$ cat config.mk
export PLATFORM = sky130hd
export DESIGN_NAME = qea_host_sequencer
export DESIGN_NICKNAME = d
export VERILOG_FILES = /design/src/rtl/qea_host_pkg.sv /design/src/rtl/qea_rd_fifo2.sv /design/src/rtl/qea_host_sequencer.sv
export SDC_FILE = /design/constraint.sdc
export NUM_CORES = 1
export LEC_CHECK = 0
export CAP_MARGIN = 30
export CORE_AREA = 4 4 391 393
export DETAILED_ROUTE_END_ITERATION = 6
export DIE_AREA = 0 0 395 397
export RECOVER_POWER = 50
export SLEW_MARGIN = 20
export SYNTH_ARGS = -nofsm -noshare
export SYNTH_HDL_FRONTEND = slang
export SYNTH_SLANG_ARGS = --single-unit
$ cat constraint.sdc
create_clock -name clk -period 2.7 [get_ports clk]
set_input_delay 0.675 -clock clk [delete_from_list [all_inputs] [get_ports clk]]
set_output_delay 0.675 -clock clk [all_outputs]
set_load 0.05 [all_outputs]
$ cat src/rtl/qea_host_pkg.sv
// Shared types and helpers for the QEA host sequencer: FSM encoding,
// the fixed-point 1.0 constant and the state-RAM row count.
package qea_host_pkg;

  typedef enum logic [2:0] {
    ST_IDLE,
    ST_LOAD_CTX,
    ST_INIT_STATE,
    ST_START,
    ST_RUN,
    ST_READ,
    ST_DONE
  } seq_state_e;

  function automatic logic [63:0] fxp_one(input int frac_bits);
    return 64'd1 << frac_bits;
  endfunction

  // Rows of PE_NUM amplitudes needed for a 2**qbit_num state vector.
  function automatic logic [31:0] row_count(input int qbit_num, input int pe_num_width);
    return 32'd1 << (qbit_num - pe_num_width);
  endfunction

endpackage

$ cat src/rtl/qea_rd_fifo2.sv
// Two-entry synchronous FIFO with occupancy output for the readout path.
// Push into a full FIFO is dropped unless a pop happens in the same cycle.
module qea_rd_fifo2 #(
  parameter int WIDTH = 8
) (
  input  logic             clk,
  input  logic             rst_n,
  input  logic             push_i,
  input  logic [WIDTH-1:0] push_dat_i,
  input  logic             pop_i,
  output logic [WIDTH-1:0] pop_dat_o,
  output logic [1:0]       count_o
);

  logic [WIDTH-1:0] mem_q [2];
  logic             wr_ptr_q;
  logic             rd_ptr_q;
  logic [1:0]       cnt_q;
  logic             do_push;
  logic             do_pop;

  assign do_pop  = pop_i && (cnt_q != 2'd0);
  assign do_push = push_i && ((cnt_q != 2'd2) || do_pop);

  always_ff @(posedge clk or negedge rst_n) begin
    if (!rst_n) begin
      mem_q[0] <= '0;
      mem_q[1] <= '0;
      wr_ptr_q <= 1'b0;
      rd_ptr_q <= 1'b0;
      cnt_q    <= 2'd0;
    end else begin
      if (do_push) begin
        mem_q[wr_ptr_q] <= push_dat_i;
        wr_ptr_q        <= ~wr_ptr_q;
      end
      if (do_pop) rd_ptr_q <= ~rd_ptr_q;
      case ({do_push, do_pop})
        2'b10:   cnt_q <= cnt_q + 2'd1;
        2'b01:   cnt_q <= cnt_q - 2'd1;
        default: ;
      endcase
    end
  end

  assign pop_dat_o = mem_q[rd_ptr_q];
  assign count_o   = cnt_q;

endmodule

$ cat src/rtl/qea_host_sequencer.sv
// Loads QEA context, zero-initialises the state RAM, starts and times the QEA,
// then streams the state vector out; readout never overruns its 2-entry FIFO.
module qea_host_sequencer
  import qea_host_pkg::*;
#(
  parameter int PE_NUM_WIDTH            = 2,
  parameter int PE_NUM                  = 4,
  parameter int DATA_WIDTH              = 32,
  parameter int STATE_DATA_WIDTH        = 2 * DATA_WIDTH,
  parameter int STATE_ADDR_WIDTH        = 16,
  parameter int GATE_CONTEXT_DATA_WIDTH = 2 * DATA_WIDTH,
  parameter int GATE_CONTEXT_ADDR_WIDTH = 16,
  parameter int MAX_QBIT_WIDTH          = 6,
  parameter int NUM_FRAC_BIT            = 30
) (
  input  logic                                 clk,
  input  logic                                 rst_n,
  input  logic                                 i_run,
  input  logic [MAX_QBIT_WIDTH-1:0]            i_qbit_num,
  input  logic [GATE_CONTEXT_ADDR_WIDTH:0]     i_ins_num,
  input  logic                                 s_ctx_valid,
  output logic                                 s_ctx_ready,
  input  logic [GATE_CONTEXT_DATA_WIDTH-1:0]   s_ctx_data,
  output logic                                 o_ctx_en,
  output logic                                 o_ctx_wea,
  output logic [GATE_CONTEXT_ADDR_WIDTH-1:0]   o_ctx_addr,
  output logic [GATE_CONTEXT_DATA_WIDTH-1:0]   o_ctx_data,
  output logic                                 o_state_ena,
  output logic                                 o_state_wea,
  output logic [STATE_ADDR_WIDTH-1:0]          o_state_addra,
  output logic [PE_NUM*STATE_DATA_WIDTH-1:0]   o_state_dina,
  input  logic [PE_NUM*STATE_DATA_WIDTH-1:0]   i_state_dout,
  output logic                                 o_qea_start,
  input  logic                                 i_qea_complete,
  output logic                                 m_out_valid,
  input  logic                                 m_out_ready,
  output logic [PE_NUM*STATE_DATA_WIDTH-1:0]   m_out_data,
  output logic                                 m_out_last,
  output logic                                 o_busy,
  output logic                                 o_done,
  output logic                                 o_err,
  output logic [31:0]                          o_cycle_count
);

  localparam int ROW_W    = STATE_ADDR_WIDTH + 1;
  localparam int INS_W    = GATE_CONTEXT_ADDR_WIDTH + 1;
  localparam int ROW_BITS = PE_NUM * STATE_DATA_WIDTH;
  localparam logic [DATA_WIDTH-1:0] ONE_FXP = DATA_WIDTH'(fxp_one(NUM_FRAC_BIT));
  localparam logic [INS_W-1:0]      MAX_INS = {1'b1, {GATE_CONTEXT_ADDR_WIDTH{1'b0}}};

  seq_state_e                   state_q, state_d;
  logic [INS_W-1:0]             ins_q, ins_d;
  logic [INS_W-1:0]             acc_q, acc_d;
  logic [ROW_W-1:0]             rows_q, rows_d;
  logic [ROW_W-1:0]             row_q, row_d;
  logic                         err_q, err_d;
  logic [31:0]                  cyc_q, cyc_d;
  logic                         ctx_wr_q;
  logic [GATE_CONTEXT_ADDR_WIDTH-1:0] ctx_addr_q;
  logic [GATE_CONTEXT_DATA_WIDTH-1:0] ctx_dat_q;
  logic                         rd_inflight_q;
  logic                         rd_inflight_last_q;
  logic                         cfg_bad;
  logic                         ctx_hs;
  logic                         out_hs;
  logic                         rd_issue;
  logic                         row_is_last;
  logic [1:0]                   fifo_cnt;
  logic [ROW_BITS:0]            fifo_dout;

  assign cfg_bad = (i_ins_num == '0)
                || (i_qbit_num < MAX_QBIT_WIDTH'(PE_NUM_WIDTH))
                || (i_qbit_num > MAX_QBIT_WIDTH'(STATE_ADDR_WIDTH + PE_NUM_WIDTH))
                || (i_ins_num > MAX_INS);

  assign s_ctx_ready = (state_q == ST_LOAD_CTX) && (acc_q != ins_q);
  assign ctx_hs      = s_ctx_valid && s_ctx_ready;
  assign out_hs      = m_out_valid && m_out_ready;
  assign row_is_last = (row_q == rows_q - ROW_W'(1));

  always_comb begin
    state_d       = state_q;
    ins_d         = ins_q;
    acc_d         = acc_q;
    rows_d        = rows_q;
    row_d         = row_q;
    err_d         = err_q;
    cyc_d         = cyc_q;
    rd_issue      = 1'b0;
    o_state_ena   = 1'b0;
    o_state_wea   = 1'b0;
    o_state_addra = '0;
    o_state_dina  = '0;
    o_qea_start   = 1'b0;
    o_done        = 1'b0;
    case (state_q)
      ST_IDLE: if (i_run) begin
        ins_d   = i_ins_num;
        rows_d  = ROW_W'(row_count(int'(i_qbit_num), PE_NUM_WIDTH));
        acc_d   = '0;
        row_d   = '0;
        err_d   = cfg_bad;
        state_d = cfg_bad ? ST_DONE : ST_LOAD_CTX;
      end
      ST_LOAD_CTX: begin
        if (ctx_hs) acc_d = acc_q + INS_W'(1);
        // acc_q equals index+1 of the word being written this cycle
        if (ctx_wr_q && (acc_q == ins_q)) state_d = ST_INIT_STATE;
      end
      ST_INIT_STATE: begin
        o_state_ena   = 1'b1;
        o_state_wea   = 1'b1;
        o_state_addra = row_q[STATE_ADDR_WIDTH-1:0];
        if (row_q == '0) o_state_dina = {ONE_FXP, {(ROW_BITS - DATA_WIDTH){1'b0}}};
        if (row_is_last) begin
          row_d   = '0;
          state_d = ST_START;
        end else begin
          row_d = row_q + ROW_W'(1);
        end
      end
      ST_START: begin
        o_qea_start = 1'b1;
        cyc_d       = '0;
        state_d     = ST_RUN;
      end
      ST_RUN: begin
        if (i_qea_complete) state_d = ST_READ;
        else if (cyc_q != '1) cyc_d = cyc_q + 32'd1;
      end
      ST_READ: begin
        // A row leaving this cycle frees its slot before the new read returns.
        rd_issue = (row_q != rows_q)
                && (({1'b0, fifo_cnt} + {2'b00, rd_inflight_q}) < (3'd2 + {2'b00, out_hs}));
        if (rd_issue) begin
          o_state_ena   = 1'b1;
          o_state_addra = row_q[STATE_ADDR_WIDTH-1:0];
          row_d         = row_q + ROW_W'(1);
        end
        if (out_hs && m_out_last) state_d = ST_DONE;
      end
      ST_DONE: begin
        o_done  = 1'b1;
        state_d = ST_IDLE;
      end
      default: state_d = ST_IDLE;
    endcase
  end

  always_ff @(posedge clk or negedge rst_n) begin
    if (!rst_n) begin
      state_q            <= ST_IDLE;
      ins_q              <= '0;
      acc_q              <= '0;
      rows_q             <= '0;
      row_q              <= '0;
      err_q              <= 1'b0;
      cyc_q              <= '0;
      ctx_wr_q           <= 1'b0;
      ctx_addr_q         <= '0;
      ctx_dat_q          <= '0;
      rd_inflight_q      <= 1'b0;
      rd_inflight_last_q <= 1'b0;
    end else begin
      state_q            <= state_d;
      ins_q              <= ins_d;
      acc_q              <= acc_d;
      rows_q             <= rows_d;
      row_q              <= row_d;
      err_q              <= err_d;
      cyc_q              <= cyc_d;
      ctx_wr_q           <= ctx_hs;
      rd_inflight_q      <= rd_issue;
      rd_inflight_last_q <= rd_issue && row_is_last;
      if (ctx_hs) begin
        ctx_addr_q <= acc_q[GATE_CONTEXT_ADDR_WIDTH-1:0];
        ctx_dat_q  <= s_ctx_data;
      end
    end
  end

  qea_rd_fifo2 #(
    .WIDTH(ROW_BITS + 1)
  ) u_rd_fifo (
    .clk       (clk),
    .rst_n     (rst_n),
    .push_i    (rd_inflight_q),
    .push_dat_i({rd_inflight_last_q, i_state_dout}),
    .pop_i     (out_hs),
    .pop_dat_o (fifo_dout),
    .count_o   (fifo_cnt)
  );

  assign m_out_valid   = (fifo_cnt != 2'd0);
  assign m_out_data    = fifo_dout[ROW_BITS-1:0];
  assign m_out_last    = fifo_dout[ROW_BITS];
  assign o_ctx_en      = ctx_wr_q;
  assign o_ctx_wea     = ctx_wr_q;
  assign o_ctx_addr    = ctx_addr_q;
  assign o_ctx_data    = ctx_dat_q;
  assign o_busy        = (state_q != ST_IDLE);
  assign o_err         = err_q;
  assign o_cycle_count = cyc_q;

endmodule

==> results.txt <==
status: complete, but fails checks
violated checks: max-capacitance violations, max-slew violations, negative setup slack
Internal Power: 37300 µW
CP required: 2.03 ns
RePlAce Congestion: 0.799
switching power: 27800 µW
WL/cell: 18.8 µm
die height: 397 µm
Period Utilization, post-route: 116%
CTS max path bufs: 3
Final Max Slew Viols: 46
CTS Root Cell: clkbuf_16
FF-to-FF Start: rows_q[4]
first-pass GRT wire length: 155 mm
Seq cells post-synth: 705
clock slew at reported path FFs: 0.06 ns
Crit Path Class: reg -> out
vias in the first global route: 24400
DRC viols: 0
cell area power density: 1330 nW/µm²
Cell variety after synth: 61
Post-Syn Area: 33300 µm²
Max stage delay on crit path: 0.42 ns
Least-Margin Pin Slew: 1.94 ns
Max Fanout on Critical Path: 8
worst min path class: reg -> reg
Worst Setup End Kind: output pin
hold_sp: o_ctx_addr[2]
H-tree depth: 3
Seq pwr share: 25.9%
clock skew: 0.0365 ns
combinational power share: 56.7%
Core Rows: 142
sw frac: 42.7%
Post-DP HPWL: 76.5 mm
CP startpoint kind: flop
Final setup viols: 283
floorplan die area: 157000 µm²
max-cap violations: 1
worst skew pair latency: 0.68 ns
Post-DRT Antenna Nets: 0
total wire length: 106 mm
Worst slew margin: -29.0%
Mapped Cells: 2568
Final min period: 3.12 ns
layout cell share with drive strength beyond 1: 44.2%
cts bufs inserted: 83
max frequency: 0.320 GHz
Clock Sink Count: 705
synthesized area per cell: 13.0 µm²
Final #Nets: 3906
core area: 149000 µm²
Peak VDD IR: 1.10 mV
largest net degree at the start of global routing: 60
Overflow after GRT: 0
Crit path arrival time: 2.45 ns
antenna violations before repair: 16
setup slack, reg-to-reg: -0.02 ns
commonest non-fill, non-tap cell in the layout: mux2_2
IO Pins: 1000
Port Buffers: 744
Leak: 0.0225 µW
ys flop type: dfrtp_1
Layout area overhead: 46.6%
Min Hold Slack: 0.470 ns
slowest CP cell: dfrtp_1
TritonRoute pass-1 iters: 5
Die Wd: 395 µm
most frequent cells in the layout: mux2_2, dfrtp_1, clkdlybuf4s50_1
worst setup path startpoint: rows_q[7]
sequential share of the synthesized area: 52.9%
Initial Util: 22.3%
CTS tree: yes
Final Hold Fails: 0
RSZ-0062 raised after global routing: yes
First DRT Iteration DRCs: 959
Via density: 4.07
GRT Total Usage: 12.8%
post-synthesis async set-or-reset flop share: 100%
worst path cell trace: xnor2_2 > nand4_1 > nor3_2 > buf_4 > a21oi_4 > nor2_4 > clkbuf_16 > nor2b_4 > buf_12
YS warnings: 0
Post-synth EDFFs: 0
Setup WS post-layout: -0.421 ns
vias: 22900
Clock Power Share: 17.4%
dpl ws: -0.368 ns
## cell usage after synthesis, drive strengths merged (6+ instances only)
cell,instances,area [µm²]
mux2,835,9400
dfrtp,705,17600
buf,299,2150
nand2,141,532
clkbuf,89,345
nor2,82,308
xnor2,63,552
nand3,41,205
xor2,41,359
inv,27,101
nor3,26,135
nand4,23,144
o21ai,21,116
nor4,19,140
nor2b,15,93.8
a21oi,13,65.1
and3,13,81.3
and2,12,75.1
and4,12,105
a22o,10,87.6
ha,9,113
nor3b,8,60.1
o211ai,6,45.0
## cells by family after synthesis
logic type,after synthesis,synth area share [%]
other,1,0.0113
and+or+nand+nor,417,6.21
adders and majority gates,9,0.338
buffers and inverters,415,7.79
DFF,705,52.9
xor gates and xnor gates,104,2.73
AOI/OAI and AO/OA,79,1.66
muxes,838,28.3
## worst paths after layout
check,depth (start not counted),endpoint
worst min register to register,2,o_ctx_addr[2]
max in group asynchronous,3,u_rd_fifo.mem_q[479]
worst min-delay path,2,o_ctx_addr[2]
min in group asynchronous,2,o_cycle_count[26]
worst max-delay path,9,o_state_addra[13]
worst max register to register,9,row_q[5]
## critical path, delay by kind of cell, from the launching register on
kind,cells,cell delay (ns)
flip-flops,1,0.42
AO/OA/AOI/OAI,1,0.06
XOR/XNOR,1,0.23
AND/OR/NAND/NOR,4,0.56
buffers and inverters,3,0.51
## power groups by stage
stage / registers, µW / clock network, µW / logic, µW
6_report: 16900 / 11300 / 36900
4_1_cts: 16800 / 11700 / 36200
3_3_place_gp: 16800 / 0 / 31500
2_1_floorplan: 18300 / 0 / 20200
3_5_place_dp: 17000 / 0 / 31700
5_1_grt: 17300 / 12200 / 38600
## final cells by class
type / instances / area (µm²)
clock inverters: 30 / 427
inverters: 27 / 114
clock buffers: 110 / 2310
repair buffers: 1029 / 11300
well taps: 2016 / 2520
diodes: 12 / 30.0
flip-flops and latches: 705 / 17700
fillers: 14900 / 101000
multi-input cells: 1702 / 14500
## through the flow
stage | setup TNS (ns) | power [µW] | area, µm² | util (%) | std cells
after global placement | -52.51 | 48300 | 43300 | 29.0 | 5408
after detailed placement | -50.48 | 48600 | 43300 | 29.0 | 5408
after floorplan | -0.843 | 38500 | 34300 | - | 2822
final | -71.68 | 65100 | 48900 | 32.7 | 5631
after CTS | -94.16 | 64800 | 48300 | 32.3 | 5597
after global routing | -119.52 | 68100 | 48800 | 32.7 | 5627
## registers in the layout, indices dropped and copies added (netlist names), 2 cells and up
register / cells
rows_q: 17
o_ctx_addr: 16
ins_q: 17
o_ctx_data: 64
o_cycle_count: 32
acc_q: 17
row_q: 17
u_rd_fifo.mem_q: 514
u_rd_fifo.count_o: 2
state_q: 3
## repair_timing
item,in CTS,in global routing
hold buffers,1,0
pin swaps,11,14
endpoints found under the setup margin,308,304
resized for setup,419,149
hold endpoints to repair,10,0
cloned,18,9
setup buffers,31,23
## per-layer routing
| layer | up-vias | wire (µm) | GRT usage, % |
|---|---|---|---|
| met4 | 8 | 2670 | 4.15 |
| li1 | 10400 | - | - |
| met2 | 668 | 53100 | 21.8 |
| met3 | 141 | 7150 | 3.97 |
| met1 | 11700 | 43100 | 15.5 |
| met5 | - | 53 | 0 |
(Power assumes the default switching activity.)
==> RTL edit (same flow settings) <==
`MAX_QBIT_WIDTH`: 6 -> 4.
--- a/src/rtl/qea_host_sequencer.sv
+++ b/src/rtl/qea_host_sequencer.sv
@@ -10,7 +10,7 @@
   parameter int STATE_ADDR_WIDTH        = 16,
   parameter int GATE_CONTEXT_DATA_WIDTH = 2 * DATA_WIDTH,
   parameter int GATE_CONTEXT_ADDR_WIDTH = 16,
-  parameter int MAX_QBIT_WIDTH          = 6,
+  parameter int MAX_QBIT_WIDTH          = 4,
   parameter int NUM_FRAC_BIT            = 30
 ) (
   input  logic                                 clk,
Interface: changed (resized i_qbit_num); port bits go from 1000 to 998. No check against the original RTL was run, so the function may have changed too.
==> RTL edit against the unedited design <==
- the run ends with setup timing left
- sequential cell count stayed put
- critical path type is now in2out
- clock skew grew 0.0045 ns
- synthesized area grew 0.78%
- routed wire length rose by 2.7%
- worst setup slack worse by 0.33 ns
- final area up 1.5%
- first-iteration DRC count rose by 5.7%
- total power grew 8.5%
- maximum frequency is 9.4% lower
==> RTL edit: results (changes against the unedited design) <==
\begin{tabular}{lr}
\hline
Metric & Value \\
\hline
\multicolumn{2}{l}{\textbf{Global routing}} \\
\quad Met1 Track Usage GR & 15.5\% (about the same) \\
\quad Number of global-route vias before repair & 24.7k (was 24.4k) \\
\quad Pin count of the biggest net entering global routing & 105 (was 60) \\
\quad Global-route met2 utilization & 22.8\% (was 21.8\%) \\
\quad Wire length of the first global-routing pass & 159 mm (was 155 mm) \\
\quad Initial antenna violation count & 18 (was 16) \\
\multicolumn{2}{l}{\textbf{Routing}} \\
\quad Iteration-0 DRC count of the detailed router & 1,014 (was 959) \\
\quad Routed vias & 23.4k (was 22.9k) \\
\multicolumn{2}{l}{\textbf{Final layout}} \\
\quad Clock network area share & 5.80\% (was 5.60\%) \\
\quad Share of the final layout cell area in multi-input gates & 29.9\% (was 29.7\%) \\
\quad Ratio of cells with drive above 1 in the final layout & 44.9\% (was 44.2\%) \\
\quad Layout buffering overhead excluding clock cells & 23.3\% (was 23.1\%) \\
\quad Fillers & 14.8k (was 14.9k) \\
\multicolumn{2}{l}{\textbf{Pwr}} \\
\quad Total leakage power & 22.4 nW (was 22.5 nW) \\
\quad Sequential cell fraction of total power & 24.6\% (was 25.9\%) \\
\quad Worst IR drop on VDD & 0.000902 V (was 0.00110 V) \\
\multicolumn{2}{l}{\textbf{Synthesis}} \\
\quad Compound-gate portion of the synthesized area & 3.38\% (was 1.66\%) \\
\quad Cell variety after synth & 72 (was 61) \\
\quad Mux share of post-synthesis cell area & 28.7\% (was 28.3\%) \\
\multicolumn{2}{l}{\textbf{Worst setup path}} \\
\quad Data arrival time of the critical path & 2.77 ns (was 2.45 ns) \\
\quad Critical path peak fanout & 7 (was 8) \\
\multicolumn{2}{l}{\textbf{Status}} \\
\quad Failing checks & setup timing (was capacitance limit, slew limit, setup timing) \\
\quad Run status & finished with violations (unchanged) \\
\multicolumn{2}{l}{\textbf{Clock network}} \\
\quad Cts bufs inserted & 84 (was 83) \\
\multicolumn{2}{l}{\textbf{Place}} \\
\quad Post-DP HPWL & 78.9 mm (was 76.5 mm) \\
\multicolumn{2}{l}{\textbf{STA}} \\
\quad Number of failing setup endpoints in the final timing report & 538 (was 283) \\
\quad Worst-case headroom to the max-slew limit & 12.1\% (was -29.0\%) \\
\quad Max Clock Skew & 0.0410 ns (was 0.0365 ns) \\
\quad Final critical-path setup slack & -0.746 ns (was -0.421 ns) \\
\hline
\end{tabular}
==> RTL edit: critical path, cell delays in order <==
cell and delay [ns]:
sky130_fd_sc_hd__clkdlybuf4s50_1 0.63, sky130_fd_sc_hd__o21ai_0 0.21, sky130_fd_sc_hd__o21ai_2 0.23, sky130_fd_sc_hd__nand4_1 0.15
sky130_fd_sc_hd__a41oi_2 0.28, sky130_fd_sc_hd__nor2_4 0.12, sky130_fd_sc_hd__buf_12 0.16, sky130_fd_sc_hd__nor2b_2 0.15
sky130_fd_sc_hd__buf_12 0.15
==> RTL edit: final timing paths <==
check / cells past startpoint / to / startpoint / slack (ns)
min reg2reg: 2 / o_ctx_addr[15]$_DFFE_PN0P_ / o_ctx_addr[15]$_DFFE_PN0P_ / 0.48
min: 2 / o_ctx_addr[15]$_DFFE_PN0P_ / o_ctx_addr[15]$_DFFE_PN0P_ / 0.48
max in group asynchronous: 4 / u_rd_fifo.mem_q[347]$_DFFE_PN0P_ / rst_n / 0.03
max reg2reg: 9 / row_q[1]$_DFFE_PN0P_ / rows_q[9]$_DFFE_PN0P_ / -0.20
max: 9 / o_state_addra[13] / m_out_ready / -0.75
min in group asynchronous: 2 / ins_q[8]$_DFFE_PN0P_ / rst_n / 0.86
==> RTL edit: stage by stage <==
| step | area, um^2 | TNS [ns] | hold slack, ns | cells | utilization [%] |
|---|---|---|---|---|---|
| after detailed placement | 43900 | -117.53 | 0.472 | 5420 | 29.4 |
| after floorplan | 34700 | -1.23 | 0.379 | 2837 | - |
| final | 49600 | -76.97 | 0.479 | 5655 | 33.2 |
| after global placement | 43900 | -123.74 | 0.463 | 5420 | 29.4 |
| after global routing | 49600 | -145.53 | 0.507 | 5649 | 33.2 |
| after CTS | 49600 | -91.92 | 0.469 | 5648 | 33.2 |
